`src/rtl/serial_fifo_ctrl.sv`:
```
// Buffered COM-port controller: RX/TX byte FIFOs between the CPU register port
// and the async_receiver/async_transmitter pair, plus a TX drain FSM.
module serial_fifo_ctrl #(
    parameter int RX_DEPTH = 16,
    parameter int TX_DEPTH = 16
) (
    input  logic        clk,
    input  logic        rst,
    input  logic        enable_i,
    input  logic        readEnable_i,
    input  logic        mode_i,
    input  logic [31:0] dataSave_i,
    output logic [31:0] dataLoad_o,
    output logic        int_o,
    input  logic        rxdReady_i,
    input  logic [7:0]  rxdData_i,
    input  logic        txdBusy_i,
    output logic        txdStart_o,
    output logic [7:0]  txdData_o
);
    localparam int RX_AW = $clog2(RX_DEPTH);
    localparam int TX_AW = $clog2(TX_DEPTH);
    localparam logic [RX_AW:0] RX_FULL = (RX_AW + 1)'(RX_DEPTH);
    localparam logic [TX_AW:0] TX_FULL = (TX_AW + 1)'(TX_DEPTH);

    typedef enum logic [1:0] {IDLE, START, WAIT_HI, WAIT_LO} tx_state_t;

    logic [7:0]       rx_mem [RX_DEPTH];
    logic [RX_AW-1:0] rx_wr_ptr, rx_rd_ptr;
    logic [RX_AW:0]   rx_count, rx_count_next;
    logic             rx_push, rx_pop, rx_empty, overrun;

    logic [7:0]       tx_mem [TX_DEPTH];
    logic [TX_AW-1:0] tx_wr_ptr, tx_rd_ptr;
    logic [TX_AW:0]   tx_count;
    logic             tx_push, tx_pop, tx_empty, tx_full;

    tx_state_t        state, state_next;
    logic [1:0]       hi_cnt, hi_cnt_next;
    logic             rd_access, status_rd;
    logic             unused_data_hi;

    assign unused_data_hi = ^dataSave_i[31:8];

    assign rd_access = enable_i & readEnable_i;
    assign status_rd = rd_access & mode_i;

    assign rx_empty = (rx_count == '0);
    assign rx_pop   = rd_access & ~mode_i & ~rx_empty;
    assign rx_push  = rxdReady_i & ((rx_count != RX_FULL) | rx_pop);

    assign tx_empty = (tx_count == '0);
    assign tx_full  = (tx_count == TX_FULL);
    assign tx_pop   = (state == START);
    assign tx_push  = enable_i & ~readEnable_i & ~mode_i & (~tx_full | tx_pop);

    // NOTE: every variable written in always_comb gets a default first, so no latch is inferred.
    always_comb begin
        rx_count_next = rx_count;
        if (rx_push && !rx_pop)
            rx_count_next = rx_count + (RX_AW + 1)'(1);
        else if (rx_pop && !rx_push)
            rx_count_next = rx_count - (RX_AW + 1)'(1);
    end

    always_comb begin
        dataLoad_o = '0;
        if (status_rd)
            dataLoad_o = {29'b0, overrun, ~rx_empty, ~tx_full};
        else if (rx_pop)
            dataLoad_o = {24'b0, rx_mem[rx_rd_ptr]};
    end

    // NOTE: sequential state uses non-blocking assignments so every flop samples pre-edge values.
    always_ff @(posedge clk or posedge rst) begin
        if (rst) begin
            rx_wr_ptr <= '0;
            rx_rd_ptr <= '0;
            rx_count  <= '0;
            overrun   <= 1'b0;
            int_o     <= 1'b0;
        end else begin
            if (rx_push) rx_wr_ptr <= rx_wr_ptr + RX_AW'(1);
            if (rx_pop)  rx_rd_ptr <= rx_rd_ptr + RX_AW'(1);
            rx_count <= rx_count_next;
            int_o    <= (rx_count_next != '0);
            // A fresh overrun wins over the clear-on-STATUS-read.
            if (rxdReady_i && !rx_push) overrun <= 1'b1;
            else if (status_rd)         overrun <= 1'b0;
        end
    end

    // NOTE: the storage arrays carry no reset; the pointers and counts alone define validity.
    always_ff @(posedge clk) begin
        if (rx_push) rx_mem[rx_wr_ptr] <= rxdData_i;
        if (tx_push) tx_mem[tx_wr_ptr] <= dataSave_i[7:0];
    end

    always_ff @(posedge clk or posedge rst) begin
        if (rst) begin
            tx_wr_ptr <= '0;
            tx_rd_ptr <= '0;
            tx_count  <= '0;
        end else begin
            if (tx_push) tx_wr_ptr <= tx_wr_ptr + TX_AW'(1);
            if (tx_pop)  tx_rd_ptr <= tx_rd_ptr + TX_AW'(1);
            if (tx_push && !tx_pop)
                tx_count <= tx_count + (TX_AW + 1)'(1);
            else if (tx_pop && !tx_push)
                tx_count <= tx_count - (TX_AW + 1)'(1);
        end
    end

    always_comb begin
        state_next  = state;
        hi_cnt_next = hi_cnt;
        case (state)
            IDLE:    if (!tx_empty && !txdBusy_i) state_next = START;
            START: begin
                state_next  = WAIT_HI;
                hi_cnt_next = '0;
            end
            WAIT_HI: begin
                if (txdBusy_i)          state_next = WAIT_LO;
                else if (hi_cnt == 2'd3) state_next = IDLE;
                else                     hi_cnt_next = hi_cnt + 2'd1;
            end
            WAIT_LO: if (!txdBusy_i) state_next = IDLE;
            default: state_next = IDLE;
        endcase
    end

    // txdData_o is captured on entry to START and held until the next start.
    always_ff @(posedge clk or posedge rst) begin
        if (rst) begin
            state     <= IDLE;
            hi_cnt    <= '0;
            txdData_o <= 8'h00;
        end else begin
            state  <= state_next;
            hi_cnt <= hi_cnt_next;
            if (state == IDLE && state_next == START)
                txdData_o <= tx_mem[tx_rd_ptr];
        end
    end

    assign txdStart_o = (state == START);

endmodule

```
`config.mk`:
```
export PLATFORM = sky130hd
export DESIGN_NAME = serial_fifo_ctrl
export DESIGN_NICKNAME = d
export VERILOG_FILES = /design/src/rtl/serial_fifo_ctrl.sv
export SDC_FILE = /design/constraint.sdc
export NUM_CORES = 1
export LEC_CHECK = 0
export ABC_AREA = 0
export CAP_MARGIN = 0
export CORE_MARGIN = 5
export CORE_UTILIZATION = 40
export DETAILED_ROUTE_END_ITERATION = 7
export PLACE_DENSITY = 0.64
export SYNTH_ARGS = -nofsm -noshare
export SYNTH_HDL_FRONTEND = slang
export SYNTH_SLANG_ARGS = --single-unit
```
`constraint.sdc`:
```
create_clock -name clk -period 6 [get_ports clk]
set_input_delay 1.8 -clock clk [delete_from_list [all_inputs] [get_ports clk]]
set_output_delay 1.8 -clock clk [all_outputs]
set_load 0.02 [all_outputs]
```
## Yosys cells after proc, flatten, opt, wreduce, memory -nomap -nowiden

Memories as Yosys holds them, arrays and structs flattened. A register that Yosys moved wholly into a read port is not among the register bits.
Cells that the tools add are included.

| word-level totals | value |
|---|---|
| bits in registers | 32 |
| RAM bits | 256 |
| output and inout bits | 42 |
| logic and storage cells | 85 |
| memories | 2 |

Memories:

| memory | words | bits a word | read ports | clocked after memory_dff | write ports | RTL line | source |
|---|---|---|---|---|---|---|---|
| rx_mem | 16 | 8 | 1 | 0 | 1 | 28 | `logic [7:0] rx_mem [RX_DEPTH];` |
| tx_mem | 16 | 8 | 1 | 1 | 1 | 33 | `logic [7:0] tx_mem [TX_DEPTH];` |

| operators by class | value |
|---|---|
| add/subtract/negate cells | 9 |
| eq/ne operators | 9 |
| muxes and demuxes | 20 |
| bitwise gates (word level) | 14 |
| reduce and logical (&&, ||, !) cells | 21 |

Operators with widths:

| cell | number |
|---|---|
| $mux W5 | 4 |
| $add A4 B1 Y4 const B | 4 |
| $mux W8 | 2 |
| $mux W2 | 6 |
| $add A5 B1 Y5 const B | 2 |
| $logic_not A5 Y1 | 2 |
| $sub A5 B1 Y5 const B | 2 |
| $and A1 B1 Y1 | 8 |
| $pmux W2 S4 | 1 |
| $logic_and A1 B1 Y1 | 7 |
| $eq A2 B2 Y1 const B | 3 |
| $logic_not A1 Y1 | 6 |
| $mux W1 | 6 |
| $reduce_bool A2 Y1 | 3 |
| $eq A5 B5 Y1 const B | 1 |
| $ne A5 B5 Y1 const B | 1 |
| $reduce_bool A5 Y1 | 1 |
| $eq A2 B1 Y1 const B | 2 |
| $ne A2 B2 Y1 const B | 2 |
| $not A1 Y1 | 4 |
| $pmux W2 S2 | 1 |
| $reduce_and A3 Y1 | 1 |
| $add A2 B1 Y2 const B | 1 |
| $logic_not A2 Y1 | 1 |
| $or A1 B1 Y1 | 2 |

## Depth between registers and ports, before layout

Gate-level depths: netlist of the first run.

| logic depth | value |
|---|---|
| depth in word-level cells | 10 |
| gate-level depth with buffers | 12 |
| mapped depth without buffers | 11 |

## Worst setup path after synthesis of the first run

OpenSTA, ideal clock, no wires.

| timing path | value |
|---|---|
| path type | input-to-output |
| start | input mode_i |
| end | output dataLoad_o[0] |
| arrival | 2.711 ns |
| data required time | 4.200 ns |
| setup slack | 1.489 ns |
| stages on the path | 4 |
| cell sequence | nand3b_1 -> buf_2 -> nor2_1 -> a22o_1 |

| on the way | value |
|---|---|
| longest elaborated chain between the ends | 5 |
| elaborated cells on any way between the ends | 6 |

Ends and longest elaborated chain:

| element | RTL line | source |
|---|---|---|
| start, declared | 11 | `input logic mode_i,` |
| $not A1 Y1 | 49 | `assign rx_pop = rd_access & ~mode_i & ~rx_empty;` |
| $and A1 B1 Y1 (2 in series) | 49 |  |
| $mux W8 | 70 | `else if (rx_pop)` |
| $mux W8 * | 68 | `if (status_rd)` |
| end, declared | 13 | `output logic [31:0] dataLoad_o,` |

Mark *: on every way between the ends. The rest lies on a longest branch, timed or not.

## Worst setup path after layout of the first run

| timing path | value |
|---|---|
| start | input mode_i |
| end | output dataLoad_o[4] |

The elaborated chain is that of the path after synthesis.

==> results of run 1 <==
-- through the flow --
stage / instance area (sq um) / power [W] / hold slack [ns] / worst slack (ns) / util [%]
6_report: 14100 / 0.00634 / 0.530 / 0.633 / 46.1
5_1_grt: 14100 / 0.00668 / 0.559 / 0.501 / 46.1
4_1_cts: 14100 / 0.00641 / 0.530 / 0.617 / 46.1
3_5_place_dp: 13100 / 0.00454 / 0.514 / 0.632 / 42.9
3_3_place_gp: 13100 / 0.00446 / 0.501 / 0.659 / 42.9
2_1_floorplan: 12400 / 0.00403 / 0.482 / 1.49 / -
-- final timing paths --
check | from | endpoint
worst max-delay path | mode_i | dataLoad_o[4]
worst min-delay path | tx_count[0] | tx_count[0]
worst max register to register | rx_count[1] | rx_mem[8][6]
worst min register to register | tx_count[0] | tx_count[0]
max in group asynchronous | rst | rx_rd_ptr[0]
min in group asynchronous | rst | hi_cnt[1]
-- area by class of cell --
type	instances	area [sq um]
clock buffers	35	748
clock inverters	16	234
fillers	2489	16500
inverters	19	71.3
multi-input cells	321	3300
flip-flops and latches	296	8690
well taps	396	495
repair buffers	54	518
-- per-layer routing --
layer  wire [um]  vias to the layer above  share of wire [%]
met2       11800                      164                 50
met3        1170                       43                5.0
met1       10100                     3202                 43
met4         484                        0                2.1
li1            -                     2700                  -
met5           0                        -                  0
-- cells by family after synthesis --
kind of cell / Yosys count / synth area share [%]
xor gates and xnor gates: 17 / 1.21
AOI/OAI and AO/OA: 51 / 3.15
DFF: 296 / 70.6
and+or+nand+nor: 120 / 5.31
adders and majority gates: 19 / 1.99
other: 1 / 0.0305
buffers and inverters: 75 / 3.33
muxes: 90 / 14.4
-- placed cells by master, fill, tap and decap left out, drive strengths merged, types with 4 or more instances in the layout --
master,n
clkbuf,35
inv,20
dfrtp,40
nand4,8
mux2,8
nor2,23
bufinv,6
and2,18
nand2,26
ha,18
nor3b,4
mux2i,13
nand2b,5
clkinv,9
a21oi,8
edfxtp,256
o21ai,11
clkdlybuf4s50,40
mux4,69
xnor2,15
conb,24
buf,14
a221o,9
a22o,4
nor3,14
-- power breakdown --
part | switching (W) | leakage [nW] | total (W) | internal [W]
registers | 0.000293 | 2.79 | 0.00277 | 0.00248
logic | 0.000817 | 1.44 | 0.00170 | 0.000887
clock network | 0.000721 | 0.482 | 0.00186 | 0.00114
-- state kept, by name, summed over array words and instances, names as in the netlist, 2 cells and up --
name	count
txdData_o	8
state	2
rx_count	5
rx_mem	128
rx_wr_ptr	4
hi_cnt	2
tx_rd_ptr	4
rx_rd_ptr	4
tx_mem	128
tx_count	5
tx_wr_ptr	4
==> metrics.md, run 1 <==
| Metric | Value |
|---|---|
| Outcome | finished, final reports clean |
| Worst Path Required | 4.20 ns |
| Met1 usage | 19.4% |
| Synth Flop Type | edfxtp_1 |
| Cells on worst reg2reg path | 6 |
| Synth top area cells | edfxtp_1 (62%), mux4_2 (13%), dfrtp_1 (8.1%), ha_1 (1.8%), buf_4 (1.6%) |
| Area grow syn2layout | 14.2% |
| Post-CTS setup buffer count | 0 |
| TNS Setup | 0 ns |
| N_diodes | 0 |
| Total Die Area | 0.0344 sq mm |
| Worst skew pair latency | 0.54 ns |
| CTS Hold Buffers Added | 0 |
| Die Ht | 185 um |
| Core Box Area | 0.0305 sq mm |
| Crit path DAT | 3.57 ns |
| H-tree depth | 1 |
| R2r setup slk | 2.67 ns |
| CTS tree | yes |
| GR peak layer | met2 |
| Number of cells upsized or downsized after cts | 0 |
| First-pass iteration count of the detailed router | 5 |
| M2 GR Usage | a little under a quarter |
| Power density over cell area | 451 mW/mm^2 |
| Vias per Instance | 5.37 |
| Crit start category | input pin |
| Hold path depth | 1 |
| CTS buffer count | 29 |
| Sequential-to-total area share from yosys stat | 70.6% |
| Antenna-violating nets left | 0 |
| Top post-synthesis cells by count | edfxtp_1 (256), mux4_2 (69), dfrtp_1 (40) |
| Iteration-0 DRC Markers | around 490 |
| CTS Sinks | 296 |
| Die span in x | 185 um |
| Final-report setup violation count | 0 |
| Met3 usage | 2.35% |
| Port Buf Inserts | 40 |
| Half-perimeter wire length after placement | 15,500 um |
| DR WL/cell | 20.7 um |
| Share of layout cells above drive strength 1 | 19.6% |
| Max stage delay cell, worst path | clkdlybuf4s50_1 |
| CP Class | input pin to output port |
| Worst Path Buf+Inv | 3 |
| Avg Inst Size Synth | between 15 and 20 sq um |
| Worst Tran Pin Value | approximately 1.1 ns |
| Yosys top cell by area | edfxtp_1 |
| Synthesized flop and latch total | 296 |
| Hold Crit Class | flip-flop to flip-flop |
| Gpl congestion | 0.775 |
| Placement Rows | 64 |
| Max Root-Sink Buffers | 3 |
| Clock skew | 0.0171 ns |
| Final routed DRC violation total | 0 |
| Number of synthesized flops with an enable pin | 256 |
| Worst VDD drop | 0.000237 V |
| Most frequent cell after synthesis | edfxtp_1 |
| Cells after synthesis | between 600 and 700 |
| Slowest stage delay, CP | ~0.6 ns |
| Post-synthesis cell area | roughly 0.012 sq mm |
| F_max | 0.186 GHz |
| Share of the synthesized area in the top cell type | 62.4% |
| Most frequent CP cell | clkdlybuf4s50_1 |
| Largest net degree at the start of global routing | 41 |
| Number of global-route vias before repair | 6,499 |
| Slew margin rel. | 23.3% |
| I/O pin count | 89 |
| # Max-Cap Violations | 0 |
| Global-route wire length before repair | about 37,000 um |
| CP endpoint kind | output port |
| Synth warn | 0 |
| CTS root buf | clkbuf_16 |
| Critical Path Stages | 6 |
| Cell variety after synth | 58 |
| Tot GR Track Use | between 10% and 20% |
| Pins Over Slew Limit | 0 |
| Total Wirelength | 23,500 um |
| Leakage | 4.72 nW |
| Synth async-reset ratio | between 10% and 20% |
| Unrepaired setup endpoints after global routing | false |
| Delay-heaviest family, CP | buffers and inverters |
| Final min period | 5.37 ns |
| Vias | ~6,100 |
| Placed cells | about 1,100 |
| Critical Path, Cell by Cell | clkdlybuf4s50_1, nand3b_1, nor2_1, buf_4, and2_1, clkdlybuf4s50_1 |
| Clock-pin slew of the registers on the worst-case setup and hold paths | 0.06 ns |
| CP Max Fanout | 10 |
| Crit share post-route | 89.4% |
| Final Non-Filler Cells | 1,137 |
| GR Overflow Total | 0 |
| Hold Vio Cnt, Final | 0 |
| Initial antenna violation count | 0 |
| Final nets | 787 |
| Initial Util | 40.4% |
No activity file was read; power rests on OpenSTA's default activity.
==> inputs of run 2 (changes only) <==
CTS_CLUSTER_SIZE = 28   (was default)
==> results of run 2 <==
The final DEF is identical to that of run 1; final timing and power are the same.
